File: src/rtl/ps2_scan_decoder.sv
// PS/2 keyboard receiver. It synchronises and filters the raw pins and frames 11-bit words.
// Make codes come out as one-cycle strobes; break and extended prefixes are stripped.
module ps2_scan_decoder #(
    parameter int unsigned FILTER_LEN     = 8,
    parameter int unsigned TIMEOUT_CYCLES = 100000
) (
    input  logic       clk,
    input  logic       rst_n,
    input  logic       ps2_clk,
    input  logic       ps2_data,
    output logic [7:0] key,
    output logic       key_ext,
    output logic       frame_err
);

    localparam int unsigned FltW = $clog2(FILTER_LEN + 1);
    localparam int unsigned ToW  = $clog2(TIMEOUT_CYCLES + 1);
    localparam logic [FltW-1:0] FltLast = FltW'(FILTER_LEN - 1);
    localparam logic [ToW-1:0]  ToLast  = ToW'(TIMEOUT_CYCLES - 1);

    typedef enum logic [1:0] {StIdle, StData, StParity, StStop} state_e;

    logic            r_clk_s1, r_clk_s2, r_dat_s1, r_dat_s2;
    logic            r_fclk;
    logic [FltW-1:0] r_flt_cnt, w_flt_cnt_d;
    logic            w_flip, w_fall;

    state_e          r_state, w_state_d;
    logic [7:0]      r_sr, w_sr_d;
    logic [2:0]      r_bitcnt, w_bitcnt_d;
    logic            r_parity, w_parity_d;
    logic [ToW-1:0]  r_to_cnt, w_to_cnt_d;
    logic            r_brk, w_brk_d, r_ext, w_ext_d;
    logic [7:0]      r_key, w_key_d;
    logic            r_key_ext, w_key_ext_d;
    logic            r_frame_err, w_frame_err_d;
    logic            w_timeout;

    always_ff @(posedge clk or negedge rst_n) begin
        if (!rst_n) begin
            r_clk_s1  <= 1'b1;
            r_clk_s2  <= 1'b1;
            r_dat_s1  <= 1'b1;
            r_dat_s2  <= 1'b1;
            r_fclk    <= 1'b1;
            r_flt_cnt <= '0;
        end else begin
            r_clk_s1  <= ps2_clk;
            r_clk_s2  <= r_clk_s1;
            r_dat_s1  <= ps2_data;
            r_dat_s2  <= r_dat_s1;
            r_fclk    <= r_fclk ^ w_flip;
            r_flt_cnt <= w_flt_cnt_d;
        end
    end

    // The fall strobe is raised in the cycle the filter commits to the new low level.
    always_comb begin
        w_flip      = 1'b0;
        w_flt_cnt_d = r_flt_cnt;
        if (r_clk_s2 == r_fclk) begin
            w_flt_cnt_d = '0;
        end else if (r_flt_cnt == FltLast) begin
            w_flip      = 1'b1;
            w_flt_cnt_d = '0;
        end else begin
            w_flt_cnt_d = r_flt_cnt + FltW'(1);
        end
    end

    assign w_fall    = w_flip & r_fclk;
    assign w_timeout = (r_state != StIdle) && (r_to_cnt == ToLast);

    always_ff @(posedge clk or negedge rst_n) begin
        if (!rst_n) begin
            r_state     <= StIdle;
            r_sr        <= '0;
            r_bitcnt    <= '0;
            r_parity    <= 1'b0;
            r_to_cnt    <= '0;
            r_brk       <= 1'b0;
            r_ext       <= 1'b0;
            r_key       <= '0;
            r_key_ext   <= 1'b0;
            r_frame_err <= 1'b0;
        end else begin
            r_state     <= w_state_d;
            r_sr        <= w_sr_d;
            r_bitcnt    <= w_bitcnt_d;
            r_parity    <= w_parity_d;
            r_to_cnt    <= w_to_cnt_d;
            r_brk       <= w_brk_d;
            r_ext       <= w_ext_d;
            r_key       <= w_key_d;
            r_key_ext   <= w_key_ext_d;
            r_frame_err <= w_frame_err_d;
        end
    end

    always_comb begin
        w_state_d     = r_state;
        w_sr_d        = r_sr;
        w_bitcnt_d    = r_bitcnt;
        w_parity_d    = r_parity;
        w_brk_d       = r_brk;
        w_ext_d       = r_ext;
        w_key_d       = 8'h00;
        w_key_ext_d   = 1'b0;
        w_frame_err_d = 1'b0;

        if (r_state == StIdle || w_fall || w_timeout) begin
            w_to_cnt_d = '0;
        end else begin
            w_to_cnt_d = r_to_cnt + ToW'(1);
        end

        // Timeout takes priority over a coincident fall.
        if (w_timeout) begin
            w_state_d     = StIdle;
            w_frame_err_d = 1'b1;
            w_brk_d       = 1'b0;
            w_ext_d       = 1'b0;
        end else begin
            unique case (r_state)
                StIdle: begin
                    if (w_fall && !r_dat_s2) begin
                        w_state_d  = StData;
                        w_bitcnt_d = '0;
                    end
                end
                StData: begin
                    if (w_fall) begin
                        w_sr_d     = {r_dat_s2, r_sr[7:1]};
                        w_bitcnt_d = r_bitcnt + 3'd1;
                        if (r_bitcnt == 3'd7) w_state_d = StParity;
                    end
                end
                StParity: begin
                    if (w_fall) begin
                        w_parity_d = r_dat_s2;
                        w_state_d  = StStop;
                    end
                end
                StStop: begin
                    if (w_fall) begin
                        w_state_d = StIdle;
                        if (r_dat_s2 && (^{r_sr, r_parity})) begin
                            if (r_sr == 8'hF0) begin
                                w_brk_d = 1'b1;
                            end else if (r_sr == 8'hE0) begin
                                w_ext_d = 1'b1;
                            end else if (r_brk) begin
                                w_brk_d = 1'b0;
                                w_ext_d = 1'b0;
                            end else if (r_sr == 8'h00 || r_sr == 8'hFF) begin
                                w_ext_d = 1'b0;
                            end else begin
                                w_key_d     = r_sr;
                                w_key_ext_d = r_ext;
                                w_ext_d     = 1'b0;
                            end
                        end else begin
                            w_frame_err_d = 1'b1;
                            w_brk_d       = 1'b0;
                            w_ext_d       = 1'b0;
                        end
                    end
                end
                default: w_state_d = StIdle;
            endcase
        end
    end

    assign key       = r_key;
    assign key_ext   = r_key_ext;
    assign frame_err = r_frame_err;

endmodule

File: config.mk
export PLATFORM = sky130hd
export DESIGN_NAME = ps2_scan_decoder
export DESIGN_NICKNAME = d
export VERILOG_FILES = /design/src/rtl/ps2_scan_decoder.sv
export SDC_FILE = /design/constraint.sdc
export NUM_CORES = 1
export LEC_CHECK = 0
export ABC_AREA = 1
export CORE_MARGIN = 5
export CORE_UTILIZATION = 55
export DETAILED_ROUTE_END_ITERATION = 16
export MAX_ROUTING_LAYER = met4
export PLACE_DENSITY = 0.79
export REMOVE_ABC_BUFFERS = 1
export SKIP_CTS_REPAIR_TIMING = 1
export SLEW_MARGIN = 20
export SYNTH_ARGS = -nofsm -noshare
export SYNTH_HDL_FRONTEND = slang
export SYNTH_SLANG_ARGS = --single-unit
File: constraint.sdc
create_clock -name clk -period 2.6 [get_ports clk]
set_clock_uncertainty 0.1 [all_clocks]
set_input_delay 0.39 -clock clk [delete_from_list [all_inputs] [get_ports clk]]
set_output_delay 0.39 -clock clk [all_outputs]
set_load 0.005 [all_outputs]
-- Word level (Yosys, flattened, before mapping)
Index checks and enable logic that the tools add are counted.
- bitwise operators: 3
- shift-type cells: 0
- multipliers: 0
- div/mod/pow operators: 0
- $lt $le $gt $ge: 0
- add/sub/neg operators: 3
- mux-type cells: 47
- reductions and logical operators: 20
- eq/ne operators: 19
- operators with widths (operator ; number):
    $mux 8 ; 8
    $mux 1 ; 26
    $eq 8x8->1 const B ; 3
    $add 17x1->17 const B ; 1
    $eq 17x17->1 const B ; 1
    $mux 17 ; 1
    $ne 3x3->1 const B ; 5
    $mux 2 ; 6
    $reduce_and 3->1 ; 4
    $reduce_xor 9->1 ; 1
    $logic_not 8->1 ; 1
    $mux 4 ; 2
    $pmux 2 s4 ; 1
    $reduce_bool 2->1 ; 4
    $mux 3 ; 2
    $pmux 3 s2 ; 1
    $reduce_and 5->1 ; 1
    $add 4x1->4 const B ; 1
    $eq 2x2->1 const B ; 2
    $eq 4x3->1 const B ; 1
    $ne 4x4->1 const B ; 1
    $reduce_and 4->1 ; 1
    $add 3x1->3 const B ; 1
    $eq 3x3->1 const B ; 1
    12 further kinds ; 16
- word-level logic and storage cells: 108
- register bits: 52
- memories kept: 0
- ROM bits: 0
- RAM bits: 0
- output and inout bits: 10
- bits in latches: 0
- input port bits: 4

-- Logic depth before layout (Yosys ltp)
- depth in word-level cells: 10
- gate-level depth with buffers: 13
- gate-level depth less buffers: 13

-- Worst setup path before layout
OpenSTA, ideal clock, no wires.
- path type: reg2reg
- start: register r_state[0]
- end: register r_ext
- clock period less this slack: 1.878 ns
- library setup time: 0.118 ns
- data required time: 2.382 ns
- path buffers: 0
- arrival: 1.660 ns
- setup slack: 0.722 ns
- stages on the path, launching flop included: 11
- path through: dfrtp_1 -> inv_1 -> ha_1 -> inv_2 -> nand4_1 -> nor3_4 -> inv_1 -> nand2_2 -> nand2_1 -> nand3_1 -> nand2_1
- word-level cells in the longest chain between the ends: 4
- elaborated cells on any way between the ends: 8
- classes of those cells: eq/ne (2); mux (1); reduce/logical (5)
- ends and longest elaborated chain (element ; RTL line ; RTL):
    start, declared ; 28 ; state_e r_state, w_state_d;
    start signal, assigned ; 76 ; r_state <= StIdle;
    start signal, assigned ; 87 ; r_state <= w_state_d;
    $reduce_bool 2->1 ; 72 ; assign w_timeout = (r_state != StIdle) && (r_to_cnt == ToLast);
    $logic_and 1x1->1 ; 72 ;
    $ne 3x3->1 (no line) or $reduce_bool 2->1 (tied branches) ; -- ;
    $reduce_and 3->1 (no line) ; -- ;
    end signal, assigned ; 93 ; r_ext <= w_ext_d;
    end, declared ; 33 ; logic r_brk, w_brk_d, r_ext, w_ext_d;
Parallel ways exist; a longest one is shown, timed or not.
A chain may end at the register's enable or synchronous reset.

-- Final worst setup path
- start: register r_state[0]
- end: register r_key[2], in the netlist key[2]
- word-level cells in the longest chain between the ends: 3
- elaborated cells on any way between the ends: 5
- classes of those cells: eq/ne (1); mux (2); reduce/logical (2)
- ends and longest elaborated chain (element ; RTL line ; RTL):
    $eq 2x2->1 or $reduce_bool 2->1 (tied branches) ; 124, 72 ;
    $mux 8 or $logic_and 1x1->1 (tied branches) ; 124, 72 ;
    $mux 8 (*) ; 118 ; if (w_timeout) begin
    net w_key_d[2] ; 34 ; logic [7:0] r_key, w_key_d;
    end signal, assigned ; 94 ; r_key <= w_key_d;
    end, declared ; 34 ;
The timed path passes the listed nets; every way through them passes the cells marked *.

==> summary.txt <==
Setup path
  • R2R setup slack: 0.52 ns
  • Critical path's largest stage delay: 0.42 ns
  • Req. time, crit path: 2.70 ns
  • WS Path Type: reg2reg
  • Critical-path cell list: inv_1 > ha_1 > inv_2 > nand4_1 > nor3_4 > nor2_1 > nand3b_1 > nor3_1
  • WP data arrival: 2.17 ns
  • CP top delay family: simple AND/OR/NAND/NOR gates
  • CP max FO: 7
  • Critical Path End Type: flop
  • R2R depth: 8
  • Worst r2r src: r_state[0]$_DFFE_PN0P_
  • Worst R2R End: key[2]$_DFF_PN0_
  • WP buf/inv: 2
  • CP max-delay cell: nor3_4
  • CP Launch Type: flop

Detailed routing
  • DR vias: between 2,000 and 2,500
  • Drt drc: 0
  • Initial drt markers: roughly 120
  • Pre-Repair DR Iteration Count: 4
  • Antenna viol nets, final: 0
  • Via-to-Cell Ratio: about 5.1
  • Wire length per cell: 11.84 µm
  • Final WL: approximately 4900 µm

Placed design
  • Routability cong.: approximately 0.9
  • Port Buf Inserts: 13
  • Placed wire-length estimate: roughly 3600 µm
  • Cells after DPL: between 400 and 500

Final layout
  • Non-Filler Instances: between 400 and 500
  • Layout cells sized above 1: 0.1079
  • Layout area overhead: 10.39%
  • Final nets: 355
  • # diodes: 0

Synthesis
  • Most frequent cells after synthesis: 71 x nand2_1, 47 x dfrtp_1, 42 x inv_1
  • Register area share after synthesis: 0.4825
  • Syn Inst Count: 324
  • Synth area leader: dfrtp_1
  • Mapped Area: 0.002710 mm²
  • Count of cell types in the netlist: 34
  • Synth Flop Type: dfrtp_1
  • Top post-synthesis cells by area: dfrtp_1 43%, nand2_1 9.8%, inv_1 5.8%, nor2_1 5.5%, dfstp_2 4.8%
  • Average size of a mapped cell: 8.365 µm²
  • EDFF count, synth: 0
  • YS warnings: 0
  • Synth top area share: 0.4340
  • Flop and latch count out of synthesis: 52
  • Asr flop ratio synth: 1.000
  • Most common cell in the netlist: nand2_1

Pwr
  • Sw frac: 0.3345
  • Reg power frac: 0.506
  • Combinational power share: 0.252
  • Power density cells: 633.0 mW/mm²
  • Pleak: 1.353 nW
  • Total Power: 0.001894 W
  • Int Power: around 0.0013 W
  • Clock power share: 0.242
  • VDD IR max: ~0.47 mV
  • P_sw: 0.0006334 W

Clocking
  • CTS tree: yes
  • CTS Buf Count: 5
  • H-tree Lvls: 2
  • Clock transition at path regs: about 0.10 ns
  • Clk sinks: 52
  • CTS Root Cell: clkbuf_8
  • Clock Latency Late Sink: 0.31 ns
  • Max clock buf depth: 2

STA
  • Final Slew Violations: 0
  • WHS: -0.03023 ns
  • Unrepaired setup endpoints after global routing: no
  • Fin crit period: 2.075 ns
  • Worst Tran Pin Value: 0.6606 ns
  • Max Freq: approximately 0.48 GHz
  • Setup Viol. Count Final: 0
  • Slew headroom: 0.5555
  • Hold violation count in the final report: 22
  • Final Cycle Share: 0.7982
  • Setup TNS: 0 ns

Global route
  • Global-route wire length before repair: 8700 µm
  • Largest net degree at the start of global routing: 28
  • Total GRT Usage: 0.1779
  • Global route overflow: 0
  • Antenna violations before repair: 0
  • Vias in the first global route: about 2,000

Worst hold path
  • Hold WC Path Type: in2async

Job
  • Max_cap viols: 0

Floorplan
  • IO Pins: 14
  • Core region area: between 0.004 and 0.005 mm²
  • Die Ht: 80.20 µm
  • Die ar.: 0.006431 mm²
  • Cell Rows: 25
  • Initial core utilization: 0.5700
  • Die Wd: 80.20 µm

Status
  • Outcome: complete, but fails checks
  • Failing checks: hold timing
## sequential cells by signal, summed over array words and instances (netlist names), named ones only
| name | cells |
|---|---|
| key_ext | 1 |
| r_flt_cnt | 4 |
| key | 8 |
| r_state | 2 |
| r_dat_s1 | 1 |
| r_bitcnt | 3 |
| r_dat_s2 | 1 |
| r_to_cnt | 17 |
| r_sr | 8 |
| r_brk | 1 |
| r_ext | 1 |
| frame_err | 1 |
| r_parity | 1 |
| r_clk_s1 | 1 |
| r_clk_s2 | 1 |
## per-layer routing
| layer | part of all wire | vias to the layer above | GRT usage |
|---|---|---|---|
| li1 | - | 1076 | - |
| met1 | 0.50 | 954 | 0.2325 |
| met2 | 0.44 | 45 | 0.2690 |
| met3 | 0.053 | 5 | 0.05045 |
| met4 | 0.013 | 0 | 0.05574 |
| met5 | 0 | - | - |
## how the worst max path moves through the flow
stage / startpoint / end / slack [ns] / cells past startpoint
2_1_floorplan: r_state[0]$_DFFE_PN0P_ / r_ext$_DFFE_PN0P_ / 0.72 / 10
5_1_grt: r_state[0]$_DFFE_PN0P_ / key[2]$_DFF_PN0_ / 0.33 / 8
3_3_place_gp: r_state[0]$_DFFE_PN0P_ / key[3]$_DFF_PN0_ / 0.60 / 8
6_report: r_state[0]$_DFFE_PN0P_ / key[2]$_DFF_PN0_ / 0.52 / 8
4_1_cts: r_state[0]$_DFFE_PN0P_ / key[1]$_DFF_PN0_ / 0.50 / 8
3_5_place_dp: r_state[0]$_DFFE_PN0P_ / key[1]$_DFF_PN0_ / 0.53 / 8
## cell type report
cell class / count / area (µm²)
Clock buffer: 6 / 72.57
Clock inverter: 2 / 16.27
Fill cell: 425 / 1763
Inverter: 46 / 172.7
Multi-Input combinational cell: 223 / 1194
Sequential cell: 52 / 1308
Tap cell: 67 / 83.83
Timing Repair Buffer: 14 / 145.1
## per-stage QoR
stage	util	cell area [µm²]	setup slack (ns)
floorplan	-	2674	0.7219
CTS	0.6292	2992	0.5025
detailed placement	0.6105	2903	0.5255
finish	0.6292	2992	0.5246
global route	0.6292	2992	0.3307
global placement	0.6105	2903	0.5965
## cells by family (layout without fill, tap and decap cells)
family | after synthesis | in the layout | share of synthesized area
compound gates | 23 | 23 | 0.05032
xor+xnor | 6 | 6 | 0.01939
fa+ha+maj | 9 | 9 | 0.04155
buf+inv | 49 | 68 | 0.07710
flops | 52 | 52 | 0.4825
simple gates | 185 | 185 | 0.3292
## cell usage in the layout (no fill, tap or decap), types with 2 or more instances in the layout
cell / Yosys / routed
clkdlybuf4s50_1: 0 / 12
xnor2_1: 3 / 3
nand2_2: 4 / 4
dfstp_2: 5 / 5
nor2_2: 2 / 2
nand4_1: 13 / 13
nor2_1: 40 / 40
dfrtp_1: 47 / 47
inv_2: 3 / 3
nor3_2: 2 / 2
nand3_1: 19 / 19
o21ai_0: 10 / 10
o211ai_1: 2 / 2
o21ai_2: 3 / 3
ha_1: 9 / 9
nand3_2: 2 / 2
inv_1: 42 / 42
nor4_1: 3 / 3
nand2_4: 2 / 2
xor2_1: 3 / 3
nor3b_1: 4 / 4
nor3_1: 16 / 16
nor2_4: 3 / 3
nand2_1: 71 / 71
o21a_1: 2 / 2
a21oi_1: 5 / 5
clkbuf_8: 0 / 5
## power by group through the flow
stage          sequential (W)  combinational (W)  clock [W]
2_1_floorplan        0.000962           0.000370          0
3_3_place_gp         0.000970           0.000464          0
5_1_grt              0.000974           0.000551   0.000509
4_1_cts              0.000960           0.000480   0.000473
3_5_place_dp         0.000974           0.000477          0
6_report             0.000959           0.000477   0.000458
Note: power is estimated with default switching activity, not from simulation.
